==> config.mk <==
export PLATFORM = sky130hd
export DESIGN_NAME = vga_scan_renderer
export DESIGN_NICKNAME = d
export VERILOG_FILES = /design/src/rtl/vga_scan_renderer_pkg.sv /design/src/rtl/vga_scan_renderer_timing_counter.sv /design/src/rtl/vga_scan_renderer.sv
export SDC_FILE = /design/constraint.sdc
export NUM_CORES = 1
export LEC_CHECK = 0
export BUFFER_PORTS_ARGS = -buffer_cell sky130_fd_sc_hd__buf_4
export CAP_MARGIN = 20
export CORE_ASPECT_RATIO = 1.1
export CORE_UTILIZATION = 56
export DETAILED_ROUTE_END_ITERATION = 12
export GPL_TIMING_DRIVEN = 0
export PLACE_DENSITY = 0.84
export SETUP_SLACK_MARGIN = 0.4
export SLEW_MARGIN = 25
export SYNTH_ARGS = -nofsm -noshare
export SYNTH_HDL_FRONTEND = slang
export SYNTH_HIERARCHICAL = 1
export SYNTH_SLANG_ARGS = --single-unit
==> constraint.sdc <==
create_clock -name clk -period 2.7 [get_ports clk]
set_input_delay 0 -clock clk [delete_from_list [all_inputs] [get_ports clk]]
set_output_delay 0 -clock clk [all_outputs]
set_load 0.01 [all_outputs]
==> src/rtl/vga_scan_renderer_pkg.sv <==
// -----------------------------------------------------------------------------
// vga_scan_renderer_pkg
// Shared timing and colour constants for the VGA raster renderer and the game
// top level. The timing values describe standard 640x480@60 with a 25 MHz
// pixel clock. Colours are RGB332 (RRRGGGBB).
// -----------------------------------------------------------------------------
package vga_scan_renderer_pkg;

  // Counter width used for both h_cnt and v_cnt
  localparam int CNT_W = 10;
  typedef logic [CNT_W-1:0] cnt_t;

  // Default 640x480@60 timing, in pixels / lines
  localparam int H_ACTIVE_DEF = 640;
  localparam int H_FP_DEF     = 16;
  localparam int H_SYNC_DEF   = 96;
  localparam int H_BP_DEF     = 48;
  localparam int V_ACTIVE_DEF = 480;
  localparam int V_FP_DEF     = 10;
  localparam int V_SYNC_DEF   = 2;
  localparam int V_BP_DEF     = 33;

  localparam int H_TOTAL      = H_ACTIVE_DEF + H_FP_DEF + H_SYNC_DEF + H_BP_DEF;
  localparam int V_TOTAL      = V_ACTIVE_DEF + V_FP_DEF + V_SYNC_DEF + V_BP_DEF;
  localparam int H_SYNC_START = H_ACTIVE_DEF + H_FP_DEF;
  localparam int H_SYNC_END   = H_SYNC_START + H_SYNC_DEF;
  localparam int V_SYNC_START = V_ACTIVE_DEF + V_FP_DEF;
  localparam int V_SYNC_END   = V_SYNC_START + V_SYNC_DEF;

  // RGB332 palette shared with the game logic
  localparam logic [7:0] RGB_BLACK = 8'h00;
  localparam logic [7:0] RGB_WHITE = 8'hFF;
  localparam logic [7:0] RGB_GREY  = 8'h92;
  localparam logic [7:0] RGB_RED   = 8'hE0;
  localparam logic [7:0] RGB_GREEN = 8'h1C;

endpackage

==> src/rtl/vga_scan_renderer_timing_counter.sv <==
// -----------------------------------------------------------------------------
// vga_timing_counter
// Pixel-tick divider plus horizontal/vertical raster counters. Produces the
// undelayed sync, active and vblank levels and a one-clk frame_start pulse on
// the tick that moves v_cnt from the last active line into vertical blank.
//
// Ports:
//   clk         system clock
//   reset       synchronous, active-low reset
//   tick        high on the clk where the divider reaches CLK_DIV-1
//   h_cnt       horizontal pixel counter, 0..H_TOTAL-1
//   v_cnt       vertical line counter, 0..V_TOTAL-1
//   hs_raw      horizontal sync level for h_cnt (active-low)
//   vs_raw      vertical sync level for v_cnt (active-low)
//   active_raw  h_cnt/v_cnt inside the visible area
//   vblank      v_cnt >= V_ACTIVE
//   frame_start one-clk pulse at entry to vertical blank
// -----------------------------------------------------------------------------
module vga_timing_counter
  import vga_scan_renderer_pkg::*;
#(
  parameter int CLK_DIV  = 2,
  parameter int H_ACTIVE = H_ACTIVE_DEF,
  parameter int H_FP     = H_FP_DEF,
  parameter int H_SYNC   = H_SYNC_DEF,
  parameter int H_BP     = H_BP_DEF,
  parameter int V_ACTIVE = V_ACTIVE_DEF,
  parameter int V_FP     = V_FP_DEF,
  parameter int V_SYNC   = V_SYNC_DEF,
  parameter int V_BP     = V_BP_DEF
) (
  input  logic clk,
  input  logic reset,
  output logic tick,
  output cnt_t h_cnt,
  output cnt_t v_cnt,
  output logic hs_raw,
  output logic vs_raw,
  output logic active_raw,
  output logic vblank,
  output logic frame_start
);

  localparam int DIV_W = (CLK_DIV > 1) ? $clog2(CLK_DIV) : 1;
  localparam logic [DIV_W-1:0] DIV_LAST = DIV_W'(CLK_DIV - 1);

  localparam cnt_t H_LAST     = CNT_W'(H_ACTIVE + H_FP + H_SYNC + H_BP - 1);
  localparam cnt_t V_LAST     = CNT_W'(V_ACTIVE + V_FP + V_SYNC + V_BP - 1);
  localparam cnt_t H_ACT_C    = CNT_W'(H_ACTIVE);
  localparam cnt_t V_ACT_C    = CNT_W'(V_ACTIVE);
  localparam cnt_t V_ACT_LAST = CNT_W'(V_ACTIVE - 1);
  localparam cnt_t HS_START   = CNT_W'(H_ACTIVE + H_FP);
  localparam cnt_t HS_END     = CNT_W'(H_ACTIVE + H_FP + H_SYNC);
  localparam cnt_t VS_START   = CNT_W'(V_ACTIVE + V_FP);
  localparam cnt_t VS_END     = CNT_W'(V_ACTIVE + V_FP + V_SYNC);

  logic [DIV_W-1:0] div;
  logic             line_end;
  logic             frame_end;

  assign tick      = (div == DIV_LAST);
  assign line_end  = (h_cnt == H_LAST);
  assign frame_end = (v_cnt == V_LAST);

  always_ff @(posedge clk) begin
    if (!reset) begin
      div         <= '0;
      h_cnt       <= '0;
      v_cnt       <= '0;
      frame_start <= 1'b0;
    end else begin
      div         <= tick ? '0 : div + 1'b1;
      // Registered so the pulse lines up with vblank rising and lasts one clk
      frame_start <= tick && line_end && (v_cnt == V_ACT_LAST);
      if (tick) begin
        if (line_end) begin
          h_cnt <= '0;
          v_cnt <= frame_end ? '0 : v_cnt + 1'b1;
        end else begin
          h_cnt <= h_cnt + 1'b1;
        end
      end
    end
  end

  assign hs_raw     = !((h_cnt >= HS_START) && (h_cnt < HS_END));
  assign vs_raw     = !((v_cnt >= VS_START) && (v_cnt < VS_END));
  assign active_raw = (h_cnt < H_ACT_C) && (v_cnt < V_ACT_C);
  assign vblank     = (v_cnt >= V_ACT_C);

endmodule

==> src/rtl/vga_scan_renderer.sv <==
// -----------------------------------------------------------------------------
// vga_scan_renderer
// Raster side of the object hit-test scheme. Presents the current pixel on
// poll_x/poll_y, waits HIT_LATENCY ticks for the hit-test blocks to answer,
// resolves the answer by layer priority (bit 0 wins) and drives RGB332 and the
// sync pins, with sync delayed by the same amount as colour.
//
// Ports:
//   clk         system clock (CLK_DIV clks per pixel)
//   reset       synchronous, active-low reset
//   hit_layers  registered hit flags from the hit-test blocks, bit 0 highest
//   poll_x      pixel X presented to hit-test blocks (0 outside active)
//   poll_y      pixel Y presented to hit-test blocks (0 outside active)
//   hsync       horizontal sync, active-low
//   vsync       vertical sync, active-low
//   rgb         pixel colour, RRRGGGBB
//   frame_start one-clk pulse at start of vertical blank
//   vblank      high while v_cnt >= V_ACTIVE
// -----------------------------------------------------------------------------
module vga_scan_renderer
  import vga_scan_renderer_pkg::*;
#(
  parameter int         CLK_DIV      = 2,
  parameter int         H_ACTIVE     = H_ACTIVE_DEF,
  parameter int         H_FP         = H_FP_DEF,
  parameter int         H_SYNC       = H_SYNC_DEF,
  parameter int         H_BP         = H_BP_DEF,
  parameter int         V_ACTIVE     = V_ACTIVE_DEF,
  parameter int         V_FP         = V_FP_DEF,
  parameter int         V_SYNC       = V_SYNC_DEF,
  parameter int         V_BP         = V_BP_DEF,
  parameter int         HIT_LATENCY  = 1,
  parameter logic [7:0] BG_COLOR     = RGB_BLACK,
  parameter logic [7:0] LAYER_COLOR0 = RGB_WHITE,
  parameter logic [7:0] LAYER_COLOR1 = RGB_GREY,
  parameter logic [7:0] LAYER_COLOR2 = RGB_RED,
  parameter logic [7:0] LAYER_COLOR3 = RGB_GREEN
) (
  input  logic       clk,
  input  logic       reset,
  input  logic [3:0] hit_layers,
  output logic [9:0] poll_x,
  output logic [8:0] poll_y,
  output logic       hsync,
  output logic       vsync,
  output logic [7:0] rgb,
  output logic       frame_start,
  output logic       vblank
);

  localparam cnt_t H_ACT_C = CNT_W'(H_ACTIVE);
  localparam cnt_t V_ACT_C = CNT_W'(V_ACTIVE);

  function automatic logic [7:0] resolve_color(input logic [3:0] hits);
    logic [7:0] color;
    if (hits[0])      color = LAYER_COLOR0;
    else if (hits[1]) color = LAYER_COLOR1;
    else if (hits[2]) color = LAYER_COLOR2;
    else if (hits[3]) color = LAYER_COLOR3;
    else              color = BG_COLOR;
    return color;
  endfunction

  logic tick;
  cnt_t h_cnt;
  cnt_t v_cnt;
  logic hs_raw;
  logic vs_raw;
  logic active_raw;

  vga_timing_counter #(
    .CLK_DIV  (CLK_DIV),
    .H_ACTIVE (H_ACTIVE),
    .H_FP     (H_FP),
    .H_SYNC   (H_SYNC),
    .H_BP     (H_BP),
    .V_ACTIVE (V_ACTIVE),
    .V_FP     (V_FP),
    .V_SYNC   (V_SYNC),
    .V_BP     (V_BP)
  ) u_timing (
    .clk         (clk),
    .reset       (reset),
    .tick        (tick),
    .h_cnt       (h_cnt),
    .v_cnt       (v_cnt),
    .hs_raw      (hs_raw),
    .vs_raw      (vs_raw),
    .active_raw  (active_raw),
    .vblank      (vblank),
    .frame_start (frame_start)
  );

  // Stage p0: poll coordinates and the matching raw sync/active levels
  cnt_t       poll_x_p0;
  logic [8:0] poll_y_p0;
  logic       vld_p0;
  logic       hs_p0;
  logic       vs_p0;

  always_ff @(posedge clk) begin
    if (!reset) begin
      poll_x_p0 <= '0;
      poll_y_p0 <= '0;
      vld_p0    <= 1'b0;
      hs_p0     <= 1'b1;
      vs_p0     <= 1'b1;
    end else if (tick) begin
      poll_x_p0 <= (h_cnt < H_ACT_C) ? h_cnt : '0;
      poll_y_p0 <= (v_cnt < V_ACT_C) ? 9'(v_cnt) : '0;
      vld_p0    <= active_raw;
      hs_p0     <= hs_raw;
      vs_p0     <= vs_raw;
    end
  end

  assign poll_x = poll_x_p0;
  assign poll_y = poll_y_p0;

  // Stage p1: HIT_LATENCY-deep delay matching the hit-test block response
  logic [HIT_LATENCY-1:0] vld_p1;
  logic [HIT_LATENCY-1:0] hs_p1;
  logic [HIT_LATENCY-1:0] vs_p1;

  always_ff @(posedge clk) begin
    if (!reset) begin
      vld_p1 <= '0;
      hs_p1  <= '1;
      vs_p1  <= '1;
    end else if (tick) begin
      vld_p1[0] <= vld_p0;
      hs_p1[0]  <= hs_p0;
      vs_p1[0]  <= vs_p0;
      for (int i = 1; i < HIT_LATENCY; i++) begin
        vld_p1[i] <= vld_p1[i-1];
        hs_p1[i]  <= hs_p1[i-1];
        vs_p1[i]  <= vs_p1[i-1];
      end
    end
  end

  // Stage p2: priority resolution and output registers
  logic [7:0] rgb_p2;
  logic       hsync_p2;
  logic       vsync_p2;

  always_ff @(posedge clk) begin
    if (!reset) begin
      rgb_p2   <= '0;
      hsync_p2 <= 1'b1;
      vsync_p2 <= 1'b1;
    end else if (tick) begin
      rgb_p2   <= vld_p1[HIT_LATENCY-1] ? resolve_color(hit_layers) : 8'h00;
      hsync_p2 <= hs_p1[HIT_LATENCY-1];
      vsync_p2 <= vs_p1[HIT_LATENCY-1];
    end
  end

  assign rgb   = rgb_p2;
  assign hsync = hsync_p2;
  assign vsync = vsync_p2;

endmodule

Word level (Yosys, flattened, before mapping). Cells that the tools add are included.

Output and inout bits: 31. Logic and storage cells: 47. Bits of input ports: 6. Register bits after elaboration: 57.

Add/sub/neg operators: 3. Magnitude comparators: 7. Reduce and logical (&&, ||, !) cells: 9. Equal/unequal tests: 3. Bitwise gates (word level): 1. Muxes and demuxes: 9.

Operators by type and width (count): 8-bit two-way mux (4); 10-bit two-way mux (3); 10-bit by 1-bit adder with 10-bit output (second input constant) (2); 10-bit == test (second input constant) (2); 10-bit by 9-bit >= comparator with 1-bit output (second input constant) (2); 10-bit < comparator (second input constant) (2); 10-bit by 9-bit < comparator with 1-bit output (second input constant) (2); 10-bit by 9-bit == test with 1-bit output (second input constant) (1); 10-bit >= comparator (second input constant) (1); 9-bit two-way mux (1); 1-bit logical AND (5); 5-bit two-way mux (1); 1-bit logical NOT (2); 2-bit AND reduction (1); 2-bit OR reduction (1); 1-bit adder (second input constant) (1); 1-bit inverter (1).

Logic depth before layout (Yosys ltp). Gate-level depths: netlist of run 1.

Depth in word-level cells: 5. Depth in mapped cells: 6. Mapped depth without buffers: 6.

Modules after synthesis. The synthesis of run 1 kept the hierarchy.

Modules (own cells, without submodules): vga_scan_renderer (instances 1, sequential area each 660.6 um2, cells an instance 130, area each 1330.0 um2); vga_timing_counter (instances 1, sequential area each 440.4 um2, cells an instance 135, area each 1149.9 um2).

Worst setup path before layout of run 1. Ideal clock, no wire load.

Kind: register to register. Start: register u_timing.h_cnt[0]. End: register u_timing.v_cnt[9]. Slack: 810 ps. Clock period less this slack: 1890 ps. Stages on the path, launching flop included: 7. Library setup time: 71 ps. Required time: 2629 ps. Buffers on the path: 1. Arrival time: 1819 ps. Cells stage by stage: dfxtp_1 ha_1 nand4_1 or4_1 buf_2 or4_1 a21oi_1.

Cells in the longest elaborated chain, start to end: 2.

Ends and longest elaborated chain: start, declared (RTL line vga_scan_renderer_timing_counter.sv:35) `output cnt_t h_cnt,`; start signal, assigned (RTL line vga_scan_renderer_timing_counter.sv:80) `h_cnt <= h_cnt + 1'b1;`; 10-bit == test (RTL line vga_scan_renderer_timing_counter.sv:62) `assign line_end = (h_cnt == H_LAST);`; 2-bit AND reduction (no source line); end signal, assigned (RTL line vga_scan_renderer_timing_counter.sv:78) `v_cnt <= frame_end ? '0 : v_cnt + 1'b1;`; end, declared (RTL line vga_scan_renderer_timing_counter.sv:36) `output cnt_t v_cnt,`.

Every way passes these cells. A chain may end at the register's enable or synchronous reset.

Worst setup path in the final report of run 1. Ends and elaborated chain as after synthesis.

==> flow_metrics.py, run 1 <==
metrics = {
    "critical_path": {
        "worst_path_largest_cell_delay_ps": 470,
        "crit_arrival_ps": 2320,
        "critical_path.endpoint_type": "flop",
        "worst-path-max-fanout": 8,
        "cp_num_buf_inv": 1,
        "criticalPathCategory": "flop to flop",
        "crit_required_ps": 2940,
        "cpMostUsedCell": "or4_1",
        "worst_path_max_delay_cell": "or4_1",
        "rrSetupSlack_ps": 620,
        "ff2ff_path_depth": 6,
        "path_cells": "ha_1 > nand4_1 > or4_1 > buf_2 > or4_1 > a21oi_1",
        "source_of_the_worst_register_to_register_timing_path": "u_timing/h_cnt[0]",
        "worstSetupStartpointType": "flop",
        "critPathTopFamily": "simple AND/OR/NAND/NOR gates",
        "regToRegEndpoint": "u_timing/v_cnt[9]",
    },
    "floorplanning": {
        "design.die.area_mm2": 0.00470,
        "row_count": 25,
        "initial_cell_density_of_the_core": 0.579,
        "horizontal_die_dimension_um": 65.5,
        "core_region_area_mm2": 0.00429,
        "pin_count": 37,
        "floorplan.die.height_um": 71.8,
    },
    "detailed_routing": {
        "route.antenna.remaining_nets": 0,
        "wirelength_um": 5350,
        "post-route-drc-count": 0,
        "firstDrtPassIters": 4,
        "vias_cell": 5.62,
        "drt-initial-drc-count": 140,
        "detail_route.wl_per_cell_um": 14.5,
        "vias": 2073,
    },
    "power": {
        "cell_internal_pwr_uw": 1170,
        "power.density_cell_area_mw_per_mm2": 497,
        "net-switching-power_uw": 324,
        "ir_drop_worst_case_vdd_uv": 394,
        "combPwrFrac": 0.063,
        "power.clock.fraction": 0.384,
        "power.switching_fraction": 0.217,
        "pwr-share-seq": 0.553,
        "power.leakage_uw": 0.00116,
    },
    "yosys": {
        "ys.flop_type": "dfxtp_1",
        "synthTopCellsByArea": "dfxtp_1, nand3_1, a21boi_1",
        "synth.largest_area_cell": "dfxtp_1",
        "synth_largest_type_area_fraction": 0.444,
        "synth_cells": 265,
        "syn_area_per_cell_um2": 9.36,
        "yosys_warnings": 6,
        "synth.cell_area_mm2": 0.00248,
        "asyncSetResetFlopFracSynth": 0,
        "synth.lib_cells_used.distinct": 45,
        "synth-seq-area-share": 0.444,
        "synth.ff_latch_count": 55,
        "postSynthNetCount": 276,
        "synth_edf_count": 0,
    },
    "cells_and_area": {
        "layout-drive-gt1-share": 0.197,
        "final-instance-count-excl-fill": 369,
        "layout.nets": 325,
        "n_antenna_cell": 0,
        "nFillCells": 344,
        "syn2layout_area_growth_pct": 21.1,
    },
    "run_status": {
        "outcome": "complete, no violations",
    },
    "placed_design": {
        "port-buffer-count": 36,
        "gp_congestion": 0.807,
        "place_worst_setup_slack_ps": 645,
        "post-place-cells": 355,
        "dpl.hpwl_um": 3530,
    },
    "global_routing": {
        "grt_pass1_vias": 1931,
        "antenna_found_initial": 0,
        "globalRouteOverflowTotal": 0,
        "globalRouteTotalUtil": 0.246,
        "first_pass_grt_wire_length_um": 8960,
        "pin_count_of_the_biggest_net_entering_global_routing": 18,
    },
    "sta": {
        "post-route-worst-setup-slack_ps": 623,
        "worst_pin_slew_ps": 424,
        "hold_violations": 0,
        "setup-tns-final_ps": 0,
        "rsz0062_at_grt": "false",
        "max_slew_margin": 0.717,
        "finalWorstPathRequiredPeriod_ps": 2080,
        "final_max_slew_viol_count": 0,
        "fmax_mhz": 481,
        "report.final.setup_viol": 0,
        "post-route-period-util": 0.769,
        "skew_ps": 7.90,
    },
    "hold_path": {
        "worstHoldPathType": "primary input to flop",
        "min_delay_worst_endpoint": "rgb[3]",
        "hp-start": "hit_layers[3]",
        "min_path_cells": 4,
    },
    "clock_tree": {
        "cts_buffers": 5,
        "cell_at_the_root_of_the_clock_tree": "clkbuf_8",
        "ctsLongestPathBuffers": 2,
        "cts.reportedPaths.clkPinSlew_ps": 100,
        "cts_tree": "yes",
        "clock_latency_ps": 310,
        "htree_levels": 2,
        "cts.sink_count": 55,
        "postCtsSetupRepairBufs": 0,
    },
    "flow_run": {
        "max-cap-violations": 0,
    },
}
state kept, by name, indices dropped and copies added, names as in the netlist, 6 cells and up:
name and count:
u_timing/v_cnt 10, rgb 6, poll_x 10, poll_y 9
u_timing/h_cnt 10
cell usage in the layout (no fill, tap or decap), drive strengths merged, types with 5 or more instances in the layout:
master	synthesis	layout
nand3	19	19
dfxtp	55	55
ha	5	5
dlygate4sd3	0	6
xor2	7	7
nand2	19	19
a22o	7	7
a21oi	12	12
o21ai	7	7
a21boi	12	12
nor2b	9	9
inv	8	9
nand2b	13	13
or4	6	6
buf	11	47
mux2i	8	8
nor2	17	17
nand4	7	7
clkbuf	5	11
worst reg2reg max path: cells and delay by family, from the launching register on:
family,cells,cell delay [ps]
simple gates,3,1030
flops,1,430
fa+ha+maj,1,240
buf+inv,1,170
compound gates,1,150
metrics by stage:
step           area [µm²]   util  hold WS [ps]  power [µW]
2_1_floorplan        2480      -           117         903
3_3_place_gp         2820  0.658           247         928
3_5_place_dp         2820  0.658           253         931
4_1_cts              3000  0.700           155        1510
5_1_grt              3000  0.701           196        1550
6_report             3000  0.701           171        1490
routing by layer:
layer  routed length [µm]  share of wire  GRT usage
met2                 2740           0.51      0.438
met4                   82          0.015     0.0725
met1                 2390           0.45      0.297
met5                    0              0          0
met3                  134          0.025     0.0478
power groups by stage:
stage	Combinational (µW)	Sequential, µW	Clock, µW
after floorplan	58.1	845	0
after global placement	83.5	845	0
after detailed placement	85.2	846	0
after CTS	92.5	827	586
after global routing	101	828	616
final	94.0	827	573
cells in the mapped netlist, drive strengths merged (2+ instances only):
master	n
and4	3
o21a	2
nand4	7
a21oi	12
o31ai	3
ha	5
and3	2
xnor2	4
buf	11
nor3	2
a41oi	2
and2b	3
clkbuf	5
nor2b	9
a22o	7
nand2	19
or3	3
nand3	19
a21boi	12
nand3b	2
xor2	7
o21ai	7
or4	6
nor2	17
dfxtp	55
mux2i	8
inv	8
nand2b	13
nor4	2
kinds of logic after synthesis:
kind of cell,count (synthesis),synth area share
xor+xnor,11,0.0388
flops,55,0.444
compound gates,50,0.147
mux,8,0.0323
fa+ha+maj,5,0.0252
simple gates,112,0.258
buf+inv,24,0.0550
layout make-up:
class,instances,area [µm²],share of cell area
multi-input cells,186,1250,0.415
well taps,54,67.6,0.0225
repair buffers,42,330,0.110
clock buffers,6,82.6,0.0275
plain buffers,16,106,0.0354
inverters,8,30.0,0.0100
flip-flops and latches,55,1100,0.367
clock inverters,2,38.8,0.0129
worst max path at each step:
| stage | startpoint | slack (ps) | cells after the start | end |
|---|---|---|---|---|
| after detailed placement | u_timing/tick | 640 | 6 | u_timing/v_cnt[2] |
| final | u_timing/h_cnt[0] | 620 | 6 | u_timing/v_cnt[9] |
| after global placement | u_timing/tick | 690 | 6 | u_timing/v_cnt[7] |
| after floorplan | u_timing/h_cnt[0] | 810 | 6 | u_timing/v_cnt[9] |
| after CTS | u_timing/h_cnt[0] | 620 | 6 | u_timing/v_cnt[9] |
| after global routing | u_timing/tick | 440 | 6 | u_timing/v_cnt[7] |
timing repair:
action                                  in CTS  in global routing
endpoints found under the hold margin        4                  0
gates resized for setup                      0                  1
hold buffers                                 6                  0
endpoints found under the setup margin       0                  7
No activity file was read; power rests on OpenSTA's default activity.
==> inputs of run 2 (changes only) <==
--- a/config.mk
+++ b/config.mk
@@ -8,10 +8,10 @@
 export BUFFER_PORTS_ARGS = -buffer_cell sky130_fd_sc_hd__buf_4
 export CAP_MARGIN = 20
 export CORE_ASPECT_RATIO = 1.1
-export CORE_UTILIZATION = 56
+export CORE_UTILIZATION = 51
 export DETAILED_ROUTE_END_ITERATION = 12
 export GPL_TIMING_DRIVEN = 0
-export PLACE_DENSITY = 0.84
+export PLACE_DENSITY = 0.8
 export SETUP_SLACK_MARGIN = 0.4
 export SLEW_MARGIN = 25
 export SYNTH_ARGS = -nofsm -noshare
==> constraint.sdc (replaced) <==
create_clock -name clk -period 1.86 [get_ports clk]
set_input_delay 0 -clock clk [delete_from_list [all_inputs] [get_ports clk]]
set_output_delay 0 -clock clk [all_outputs]
set_load 0.01 [all_outputs]
==> run 2 against run 1 <==
Net effect: count of clock-buffer cells in the layout shrank 1; first-iteration DRC count shrank 30%; hold slack lost 23 ps; design area grew 10%; combinational power grew 65%; die area grew 9.5%; clock skew is essentially flat; clock power grew 16%.
==> flow_metrics.py, run 2 (synthesis results as in run 1) <==
metrics = {
    "detailed_routing": {
        "topRoutingLayerUsed": "met4",
        "post-route-drc-count": 0,
        "vias_cell": 5.50,
        "detailroute.wirelength.met3_um": 220,
        "drt-initial-drc-count": 98,
        "wirelength_um": 5590,
        "vias": 2141,
        "route.antenna.remaining_nets": 0,
        "firstDrtPassIters": 4,
        "met2RoutedLength_um": 2780,
        "detail_route.wl_per_cell_um": 14.4,
        "wl_met1_um": 2460,
    },
    "sta": {
        "max_slew_margin": 0.728,
        "final_max_slew_viol_count": 0,
        "post-route-period-util": 0.990,
        "fmax_mhz": 543,
        "hold_violations": 0,
        "report.final.setup_viol": 0,
        "rsz0062_at_grt": "true",
        "worst_pin_slew_ps": 408,
        "skew_ps": 7.66,
        "finalWorstPathRequiredPeriod_ps": 1840,
    },
    "critical_path": {
        "crit_required_ps": 2110,
        "critical_path.endpoint_type": "flop",
        "regToRegEndpoint": "u_timing/v_cnt[9]",
        "rrSetupSlack_ps": 20,
        "crit_arrival_ps": 2090,
        "source_of_the_worst_register_to_register_timing_path": "u_timing/h_cnt[6]",
        "criticalPathCategory": "flop to flop",
        "worstSetupStartpointType": "flop",
        "ff2ff_path_depth": 5,
        "worst-path-max-fanout": 6,
    },
    "hold_path": {
        "min_delay_worst_endpoint": "rgb[3]",
        "min_path_cells": 4,
        "hp-start": "hit_layers[3]",
        "worstHoldPathType": "primary input to flop",
    },
    "placed_design": {
        "gp_congestion": 0.786,
        "postPlaceCellArea_mm2": 0.00288,
        "port-buffer-count": 36,
        "dpl.hpwl_um": 3620,
        "post-place-cells": 357,
    },
    "floorplanning": {
        "pin_count": 37,
        "horizontal_die_dimension_um": 68.5,
        "core_region_area_mm2": 0.00465,
        "initial_cell_density_of_the_core": 0.533,
        "row_count": 26,
        "design.die.area_mm2": 0.00515,
        "floorplan.die.height_um": 75.1,
    },
    "clock_tree": {
        "cell_at_the_root_of_the_clock_tree": "clkbuf_8",
        "ctsLongestPathBuffers": 2,
        "cts_buffers": 5,
        "cts.sink_count": 55,
        "clock_latency_ps": 310,
        "htree_levels": 2,
        "cts.reportedPaths.clkPinSlew_ps": 100,
        "cts_tree": "yes",
    },
    "cells_and_area": {
        "final-instance-count-excl-fill": 389,
        "layout-drive-gt1-share": 0.339,
        "n_antenna_cell": 0,
        "layout.nets": 343,
        "layout.cells.most_common_list": "buf_4, dfxtp_1, nand3_1, nand2_1, nor2_1",
        "final_cell_area_mm2": 0.00330,
        "final_util": 0.710,
        "syn2layout_area_growth_pct": 33.1,
        "layout.cells.most_common": "buf_4",
    },
    "power": {
        "combPwrFrac": 0.077,
        "pwr-share-seq": 0.592,
        "cell_internal_pwr_uw": 1520,
        "power.clock.fraction": 0.330,
        "power.switching_fraction": 0.240,
        "power.leakage_uw": 0.00126,
        "net-switching-power_uw": 481,
        "power.density_cell_area_mw_per_mm2": 607,
        "ir_drop_worst_case_vdd_uv": 577,
    },
    "run_status": {
        "outcome": "complete, no violations",
    },
    "global_routing": {
        "globalRouteOverflowTotal": 0,
        "pin_count_of_the_biggest_net_entering_global_routing": 18,
        "grt_pass1_vias": 1901,
        "first_pass_grt_wire_length_um": 8510,
        "globalRouteTotalUtil": 0.224,
        "antenna_found_initial": 0,
    },
    "flow_run": {
        "max-cap-violations": 0,
    },
}
-- run 2: cell count changes in the layout (fill, tap and decap cells not counted), sizes merged --
| cell | delta |
|---|---|
| buf | +21 |
| clkbuf | -4 |
| clkinv | +2 |
| bufinv | -1 |
-- run 2: routing by layer --
metal  vias up  GRT usage
met5         -          0
met2        53      0.382
met4         0     0.0995
met1       994      0.267
li1       1082          -
met3        12     0.0485
-- run 2: power groups by stage --
stage	clock, µW	sequential (µW)	combinational (µW)
final	662	1190	155
after global routing	732	1190	169
after floorplan	0	1230	85.7
after global placement	0	1230	123
after detailed placement	0	1230	125
after CTS	678	1190	151
-- run 2: cell type report --
class | instances | area (µm²)
Multi-Input combinational cell | 186 | 1350
Fill cell | 350 | 1350
Sequential cell | 55 | 1140
Timing Repair Buffer | 60 | 473
Buffer | 16 | 146
Tap cell | 56 | 70.1
Clock buffer | 5 | 68.8
Inverter | 8 | 32.5
Clock inverter | 3 | 18.8
-- run 2: worst max-delay path, stage by stage (launching register included) --
cell and delay, ps:
dfxtp_4 350, nand4bb_4 250, or4_4 500, buf_6 140, or4_4 410, a21oi_2 130
-- run 2: how the worst max path moves through the flow --
stage | startpoint | depth (start not counted) | to | slack, ps
6_report | u_timing/h_cnt[6] | 5 | u_timing/v_cnt[9] | 20
5_1_grt | u_timing/h_cnt[1] | 6 | u_timing/v_cnt[7] | -30
4_1_cts | u_timing/h_cnt[6] | 5 | u_timing/v_cnt[7] | 50
3_5_place_dp | u_timing/v_cnt[1] | 5 | u_timing/v_cnt[8] | -30
3_3_place_gp | u_timing/v_cnt[1] | 5 | u_timing/v_cnt[8] | 20
2_1_floorplan | u_timing/h_cnt[6] | 5 | u_timing/v_cnt[7] | 90
-- run 2: what timing repair did --
item,in CTS,in global routing
endpoints found under the setup margin,15,19
gates resized for setup,20,27
endpoints found under the hold margin,5,0
hold buffers,6,0
buffers inserted,8,10
pin swaps,6,11
-- run 2: stage by stage --
step / TNS [ps] / power (µW) / hold WS, ps / setup WS, ps
CTS: 0 / 2020 / 145 / 47.0
finish: 0 / 2010 / 147 / 18.2
global route: -49.4 / 2090 / 191 / -26.1
detailed placement: -30.5 / 1360 / 261 / -28.8
floorplan: 0 / 1310 / 117 / 90.0
global placement: 0 / 1350 / 254 / 15.6
